**src/rtl/mc_arb_a_rr_faw_if.sv**
```systemverilog
// Activate-request bundle between the group FSMs and the activate arbiter.
// The group side drives req/cmdRank; the arbiter returns the grant and rank status.
interface mc_arb_a_rr_faw_if #(
  parameter int NGROUPS   = 4,
  parameter int RKBITS    = 2,
  parameter int RANK_SLAB = 4
);
  logic [NGROUPS-1:0]        req;
  logic [RKBITS*NGROUPS-1:0] cmdRank;
  logic                      winAct;
  logic [NGROUPS-1:0]        winPort;
  logic [NGROUPS-1:0]        act_winPort_nxt;
  logic [RANK_SLAB-1:0]      act_rank_update;
  logic [RANK_SLAB-1:0]      rank_blocked;

  modport master (
    output req,
    output cmdRank,
    input  winAct,
    input  winPort,
    input  act_winPort_nxt,
    input  act_rank_update,
    input  rank_blocked
  );

  modport slave (
    input  req,
    input  cmdRank,
    output winAct,
    output winPort,
    output act_winPort_nxt,
    output act_rank_update,
    output rank_blocked
  );
endinterface

```
**src/rtl/mc_arb_a_rr_faw.sv**
```systemverilog
// Round-robin activate arbiter with per-rank tRRD spacing and tFAW window gating.
// Blocked ranks are masked out before arbitration, so a grant always goes to a legal rank.
module mc_arb_a_rr_faw #(
  parameter real TCQ       = 0.1,
  parameter int  NGROUPS   = 4,
  parameter int  RKBITS    = 2,
  parameter int  RANK_SLAB = 4,
  parameter int  TRRD      = 4,
  parameter int  TFAW      = 16
) (
  input logic              clk,
  input logic              rst,
  mc_arb_a_rr_faw_if.slave arb
);
  localparam int PTR_W       = $clog2(NGROUPS);
  localparam int RRD_W       = $clog2(TRRD) + 1;
  localparam int FAW_W       = $clog2(TFAW) + 1;
  localparam int NSLOT       = 4;
  localparam int NRANK_CODES = 2 ** RKBITS;

  if (NGROUPS < 2 || NGROUPS > 16 || RANK_SLAB < 1 || RANK_SLAB > NRANK_CODES ||
      TRRD < 1 || TFAW < TRRD || TCQ < 0.0) begin : g_bad_param
    $error("mc_arb_a_rr_faw: illegal parameter combination");
  end

  logic [PTR_W-1:0]       ptr_reg;
  logic [PTR_W-1:0]       ptr_next;
  logic                   win_act_reg;
  logic [NGROUPS-1:0]     win_port_reg;

  logic [RKBITS-1:0]      rank_of [NGROUPS];
  logic [RANK_SLAB-1:0]   rank_blocked;
  logic [NRANK_CODES-1:0] code_blocked;
  logic [NGROUPS-1:0]     eligible;
  logic [RANK_SLAB-1:0]   rank_grant;

  logic [NGROUPS-1:0]     win_onehot;
  logic [PTR_W-1:0]       win_idx;
  logic [RKBITS-1:0]      win_rank;
  logic                   win_found;
  logic [PTR_W:0]         scan_sum;
  logic [PTR_W-1:0]       scan_idx;

  // Rank codes beyond the tracked slab are permanently blocked, so such requests stall.
  for (genvar gi = 0; gi < NRANK_CODES; gi++) begin : g_code
    if (gi < RANK_SLAB) begin : g_tracked
      assign code_blocked[gi] = rank_blocked[gi];
    end else begin : g_untracked
      assign code_blocked[gi] = 1'b1;
    end
  end

  for (genvar gi = 0; gi < NGROUPS; gi++) begin : g_group
    assign rank_of[gi]  = arb.cmdRank[RKBITS*gi +: RKBITS];
    assign eligible[gi] = arb.req[gi] & ~code_blocked[rank_of[gi]];
  end

  // Scan ptr, ptr+1, ... modulo NGROUPS; the first eligible index wins.
  always_comb begin
    win_onehot = '0;
    win_idx    = '0;
    win_rank   = '0;
    win_found  = 1'b0;
    scan_sum   = '0;
    scan_idx   = '0;
    for (int k = 0; k < NGROUPS; k++) begin
      scan_sum = {1'b0, ptr_reg} + (PTR_W+1)'(k);
      if (scan_sum >= (PTR_W+1)'(NGROUPS)) begin
        scan_sum = scan_sum - (PTR_W+1)'(NGROUPS);
      end
      scan_idx = scan_sum[PTR_W-1:0];
      if (!win_found && eligible[scan_idx]) begin
        win_found            = 1'b1;
        win_idx              = scan_idx;
        win_rank             = rank_of[scan_idx];
        win_onehot[scan_idx] = 1'b1;
      end
    end
  end

  always_comb begin
    ptr_next = ptr_reg;
    if (win_found) begin
      if (win_idx == PTR_W'(NGROUPS - 1)) begin
        ptr_next = '0;
      end else begin
        ptr_next = win_idx + PTR_W'(1);
      end
    end
  end

  for (genvar gi = 0; gi < RANK_SLAB; gi++) begin : g_rank_grant
    assign rank_grant[gi] = win_found & (win_rank == RKBITS'(gi));
  end

  // Per-rank timing state: one tRRD down-counter and four tFAW window slots.
  for (genvar gi = 0; gi < RANK_SLAB; gi++) begin : g_rank
    logic [RRD_W-1:0] rrd_cnt_reg;
    logic [RRD_W-1:0] rrd_cnt_next;
    logic [FAW_W-1:0] faw_cnt_reg  [NSLOT];
    logic [FAW_W-1:0] faw_cnt_next [NSLOT];
    logic             faw_full;
    logic             slot_loaded;

    always_comb begin
      faw_full = 1'b1;
      for (int k = 0; k < NSLOT; k++) begin
        faw_full = faw_full & (faw_cnt_reg[k] != '0);
      end
    end

    assign rank_blocked[gi] = (rrd_cnt_reg != '0) | faw_full;

    // A grant reloads tRRD and claims the lowest idle window slot; all else counts down.
    always_comb begin
      rrd_cnt_next = (rrd_cnt_reg != '0) ? rrd_cnt_reg - RRD_W'(1) : '0;
      if (rank_grant[gi]) begin
        rrd_cnt_next = RRD_W'(TRRD - 1);
      end
      slot_loaded = 1'b0;
      for (int k = 0; k < NSLOT; k++) begin
        faw_cnt_next[k] = (faw_cnt_reg[k] != '0) ? faw_cnt_reg[k] - FAW_W'(1) : '0;
        if (rank_grant[gi] && !slot_loaded && (faw_cnt_reg[k] == '0)) begin
          faw_cnt_next[k] = FAW_W'(TFAW - 1);
          slot_loaded     = 1'b1;
        end
      end
    end

    always_ff @(posedge clk) begin
      if (rst) begin
        rrd_cnt_reg <= '0;
        for (int k = 0; k < NSLOT; k++) begin
          faw_cnt_reg[k] <= '0;
        end
      end else begin
        rrd_cnt_reg <= rrd_cnt_next;
        for (int k = 0; k < NSLOT; k++) begin
          faw_cnt_reg[k] <= faw_cnt_next[k];
        end
      end
    end
  end

  always_ff @(posedge clk) begin
    if (rst) begin
      ptr_reg      <= '0;
      win_act_reg  <= 1'b0;
      win_port_reg <= '0;
    end else begin
      ptr_reg      <= ptr_next;
      win_act_reg  <= |eligible;
      win_port_reg <= win_onehot;
    end
  end

  assign arb.winAct          = win_act_reg;
  assign arb.winPort         = win_port_reg;
  assign arb.act_winPort_nxt = win_onehot;
  assign arb.act_rank_update = rank_grant;
  assign arb.rank_blocked    = rank_blocked;
endmodule

```
**src/flat_wrapper.sv**
```systemverilog
// flat-port wrapper written by rule: the top's interface ports become plain ports
module mc_arb_a_rr_faw_flat 
#(
  parameter real TCQ       = 0.1,
  parameter int  NGROUPS   = 4,
  parameter int  RKBITS    = 2,
  parameter int  RANK_SLAB = 4,
  parameter int  TRRD      = 4,
  parameter int  TFAW      = 16
)
  (clk, rst, arb_req, arb_cmdRank, arb_winAct, arb_winPort, arb_act_winPort_nxt, arb_act_rank_update, arb_rank_blocked);
  mc_arb_a_rr_faw_if #(.NGROUPS(NGROUPS), .RKBITS(RKBITS), .RANK_SLAB(RANK_SLAB)) arb_i ();
  input logic clk;
  input logic rst;
  input wire logic [$bits(arb_i.req)-1:0] arb_req;
  input wire logic [$bits(arb_i.cmdRank)-1:0] arb_cmdRank;
  output wire logic [$bits(arb_i.winAct)-1:0] arb_winAct;
  output wire logic [$bits(arb_i.winPort)-1:0] arb_winPort;
  output wire logic [$bits(arb_i.act_winPort_nxt)-1:0] arb_act_winPort_nxt;
  output wire logic [$bits(arb_i.act_rank_update)-1:0] arb_act_rank_update;
  output wire logic [$bits(arb_i.rank_blocked)-1:0] arb_rank_blocked;
  assign arb_i.req = arb_req;
  assign arb_i.cmdRank = arb_cmdRank;
  assign arb_winAct = arb_i.winAct;
  assign arb_winPort = arb_i.winPort;
  assign arb_act_winPort_nxt = arb_i.act_winPort_nxt;
  assign arb_act_rank_update = arb_i.act_rank_update;
  assign arb_rank_blocked = arb_i.rank_blocked;
  mc_arb_a_rr_faw #(.TCQ(TCQ), .NGROUPS(NGROUPS), .RKBITS(RKBITS), .RANK_SLAB(RANK_SLAB), .TRRD(TRRD), .TFAW(TFAW)) u_core (.clk(clk), .rst(rst), .arb(arb_i));
endmodule
```
**config.mk**
```make
export PLATFORM = sky130hd
export DESIGN_NAME = mc_arb_a_rr_faw_flat
export DESIGN_NICKNAME = d
export VERILOG_FILES = /design/src/rtl/mc_arb_a_rr_faw_if.sv /design/src/rtl/mc_arb_a_rr_faw.sv /design/src/flat_wrapper.sv
export SDC_FILE = /design/constraint.sdc
export NUM_CORES = 1
export LEC_CHECK = 0
export BUFFER_PORTS_ARGS = -buffer_cell sky130_fd_sc_hd__buf_4
export CORE_MARGIN = 4
export CORE_UTILIZATION = 48
export DETAILED_ROUTE_END_ITERATION = 7
export PLACE_DENSITY_LB_ADDON = 0.15
export SKIP_LAST_GASP = 1
export SLEW_MARGIN = 25
export SYNTH_ARGS = -nofsm -noshare
export SYNTH_HDL_FRONTEND = slang
export SYNTH_SLANG_ARGS = --single-unit
```
**constraint.sdc**
```tcl
create_clock -name clk -period 10.44 [get_ports clk]
set_input_delay 2.61 -clock clk [delete_from_list [all_inputs] [get_ports clk]]
set_output_delay 2.61 -clock clk [all_outputs]
set_load 0.02 [all_outputs]
```
==> impl_metrics.tcl <==
set metrics [dict create \
    yosysUniqueCellTypes 59 \
    wl_per_cell_um 14.2 \
    place.detailed.hpwl_mm 8.57 \
    cts-buffers-inserted 9 \
    htreeDepth 3 \
    first_pass_iters 5 \
    grt.total_usage_pct 18.2 \
    rsz0062_at_grt "false" \
    path_clk_slew_ns 0.06 \
    grt_max_degree 88 \
    start_kind "input port" \
    synth_flop_cell "dfxtp_1" \
    io_pins 31 \
    ys_seq_area_share_pct 34.6 \
    antenna_left 0 \
    routabilityCongestion 0.925 \
    max_slew_margin_pct 42.6 \
    slew_viol_final 0 \
    vias_per_cell 5.78 \
    holdBufCountCts 0 \
    clkSinkCount 99 \
    num_antenna_cells 0 \
    cts_resized 0 \
    multi_input_area_um2 3460 \
    num_vias 4749 \
    top_usage_layer "met2" \
    synth.avg_cell_area_um2 8.75 \
    finalSetupViolCount 0 \
    grt_pass1_vias 4483 \
    final_nets 723 \
    fillers 1035 \
    syn-cell-area_um2 5720 \
    fin_crit_ns 8.69 \
    critPathLaunch "arb_cmdRank[5]" \
    cp_data_required_time_ns 7.83 \
    drt_iter0_drc 178 \
    critPathKind "in -> out" \
    met3_usage_pct 4.16 \
    grt.overflow.total 0 \
    wl_mm 11.7 \
    hp-class "reg -> reg" \
    post_cts_buffers 0 \
    synth_edf_count 0 \
    critPathCaptureType "output port" \
    yosys_warnings 0 \
    initial_core_util_pct 49.5 \
    fmax_mhz 115 \
    die_h_um 117 \
    rows 39 \
    finalCritPeriodShare_pct 83.2 \
    syn2layout_area_growth_pct 10.2 \
    regArea_um2 1980 \
    status "finished clean" \
    max_cap_viol_count 0 \
    skew_ns 0.00554 \
    crit_fanout 19 \
    hold_start "u_core.g_rank[3].faw_cnt_reg[1][0]" \
    finalHoldViolCount 0 \
    clkLatencyLatePin_ns 0.34 \
    port_buffers 30 \
    die_area_um2 13700 \
    drive_gt1_share_pct 14.3 \
    grt_pass1_wl_mm 20.2 \
    cp.arrival_ns 6.08 \
    cts_tree "built" \
    rr_startpoint "u_core.g_rank[0].faw_cnt_reg[0][0]" \
    coreArea_um2 11600 \
    ctsRootBufferMaster "clkbuf_16" \
    clockBufferDepth 2 \
    setup_tns_ns 0 \
    postSynthNetCount 704 \
    async_flop_share_pct 0 \
    drc 0 \
    largest_reg_flops 80 \
    worstMarginPinSlew_ns 0.860 \
    antenna_found_initial 0 \
    die_x_um 117 \
    synthCells 654 \
    grt_use_met1_pct 23.7 \
    ys_ff_latch 99 \
    use_met2_pct 29.6 \
]
-- worst paths after layout --
check	slack, ns	endpoint	cells after the start
worst max-delay path	1.75	arb_act_rank_update[3]	10
worst min-delay path	0.46	u_core.g_rank[3].faw_cnt_reg[1][0]	1
worst max register to register	5.62	u_core.g_rank[3].faw_cnt_reg[0][0]	13
worst min register to register	0.46	u_core.g_rank[3].faw_cnt_reg[1][0]	1
-- per-layer routing --
metal	vias to the layer above	wire length, um
met5	-	0
met4	0	153
met3	16	551
met2	107	5520
met1	2225	5440
li1	2401	-
-- cell type report --
type,instances,area share (%)
Timing Repair Buffer,33,3.93
Tap cell,143,2.84
Clock buffer,10,3.79
Clock inverter,6,0.655
Sequential cell,99,31.4
Multi-Input combinational cell,487,54.8
Inverter,43,2.56
-- metrics by stage --
| stage | setup WS, ns | utilization [%] | hold slack (ns) | instances | area [um2] |
|---|---|---|---|---|---|
| 2_1_floorplan | 2.67 | - | 0.424 | 654 | 5720 |
| 3_3_place_gp | 1.84 | 52.1 | 0.443 | 805 | 6030 |
| 3_5_place_dp | 1.76 | 52.1 | 0.444 | 805 | 6030 |
| 4_1_cts | 1.74 | 54.5 | 0.459 | 821 | 6310 |
| 5_1_grt | 1.39 | 54.5 | 0.483 | 821 | 6310 |
| 6_report | 1.75 | 54.5 | 0.458 | 821 | 6310 |
-- cells in the mapped netlist, drive strengths merged (3+ instances only) --
library cell | instances | share of area [%]
or3b | 3 | 0.46
o32ai | 8 | 1.2
a211oi | 7 | 0.92
xnor2 | 19 | 2.9
dfxtp | 99 | 35
nand4b | 5 | 0.77
buf | 9 | 1.1
a22oi | 9 | 1.2
nor4 | 4 | 0.44
clkbuf | 16 | 1.0
o22ai | 16 | 1.9
xor2 | 11 | 1.7
mux4 | 7 | 2.8
nand3 | 12 | 1.0
or2 | 18 | 2.0
nand2b | 6 | 0.66
nand3b | 8 | 1.0
nor2b | 12 | 1.3
nor2 | 44 | 2.9
nand2 | 54 | 3.5
or3 | 21 | 2.3
ha | 36 | 7.9
o41ai | 4 | 1.4
inv | 42 | 2.8
nor3b | 7 | 0.92
o21ai | 41 | 3.6
o31ai | 14 | 1.8
nand4 | 8 | 0.87
a21oi | 35 | 3.1
nor4b | 17 | 4.5
a31oi | 6 | 0.66
nor3 | 28 | 2.4
mux2i | 6 | 1.0
-- worst max-delay path: stages --
cell	delay, ns
buf_4	0.13
or3b_2	0.48
o32ai_1	0.59
or2_1	0.24
mux4_2	0.45
a22oi_1	0.16
a21oi_1	0.62
a21o_1	0.54
inv_1	0.08
buf_4	0.17
-- cell families (layout without fill, tap and decap cells) --
family,Yosys count,count (layout),share of synthesized area [%]
AOI/OAI and AO/OA,157,157,18.4
and+or+nand+nor,249,249,25.4
adders and majority gates,36,36,7.87
muxes,15,15,4.20
DFF,99,99,34.6
xor gates and xnor gates,30,30,4.59
buffers and inverters,68,92,4.94
-- placed cells by master (no fill, tap or decap), types with 3 or more instances in the layout --
cell	count
or2_2	15
xnor2_1	19
nor2_1	44
nor3b_1	7
xor2_1	11
mux2i_1	6
nor2b_1	12
nor4b_4	3
a22oi_1	9
or3_1	21
nand3b_1	8
clkinvlp_4	3
o21ai_0	40
nor3_1	28
nor4_1	4
or3b_2	3
o22ai_1	15
a31oi_1	6
ha_1	36
o32ai_1	8
nand2_1	54
nand3_1	12
nor4b_2	10
nand2b_1	6
inv_1	41
dfxtp_1	99
nand4_1	8
nand4b_1	5
mux4_2	7
a211oi_1	7
buf_4	33
o31ai_1	14
or2_1	3
clkbuf_16	9
nor4b_1	4
a21oi_1	35
Power is not shown: default switching activity piles up to over one toggle a cycle in this logic, so the estimate is an artifact.
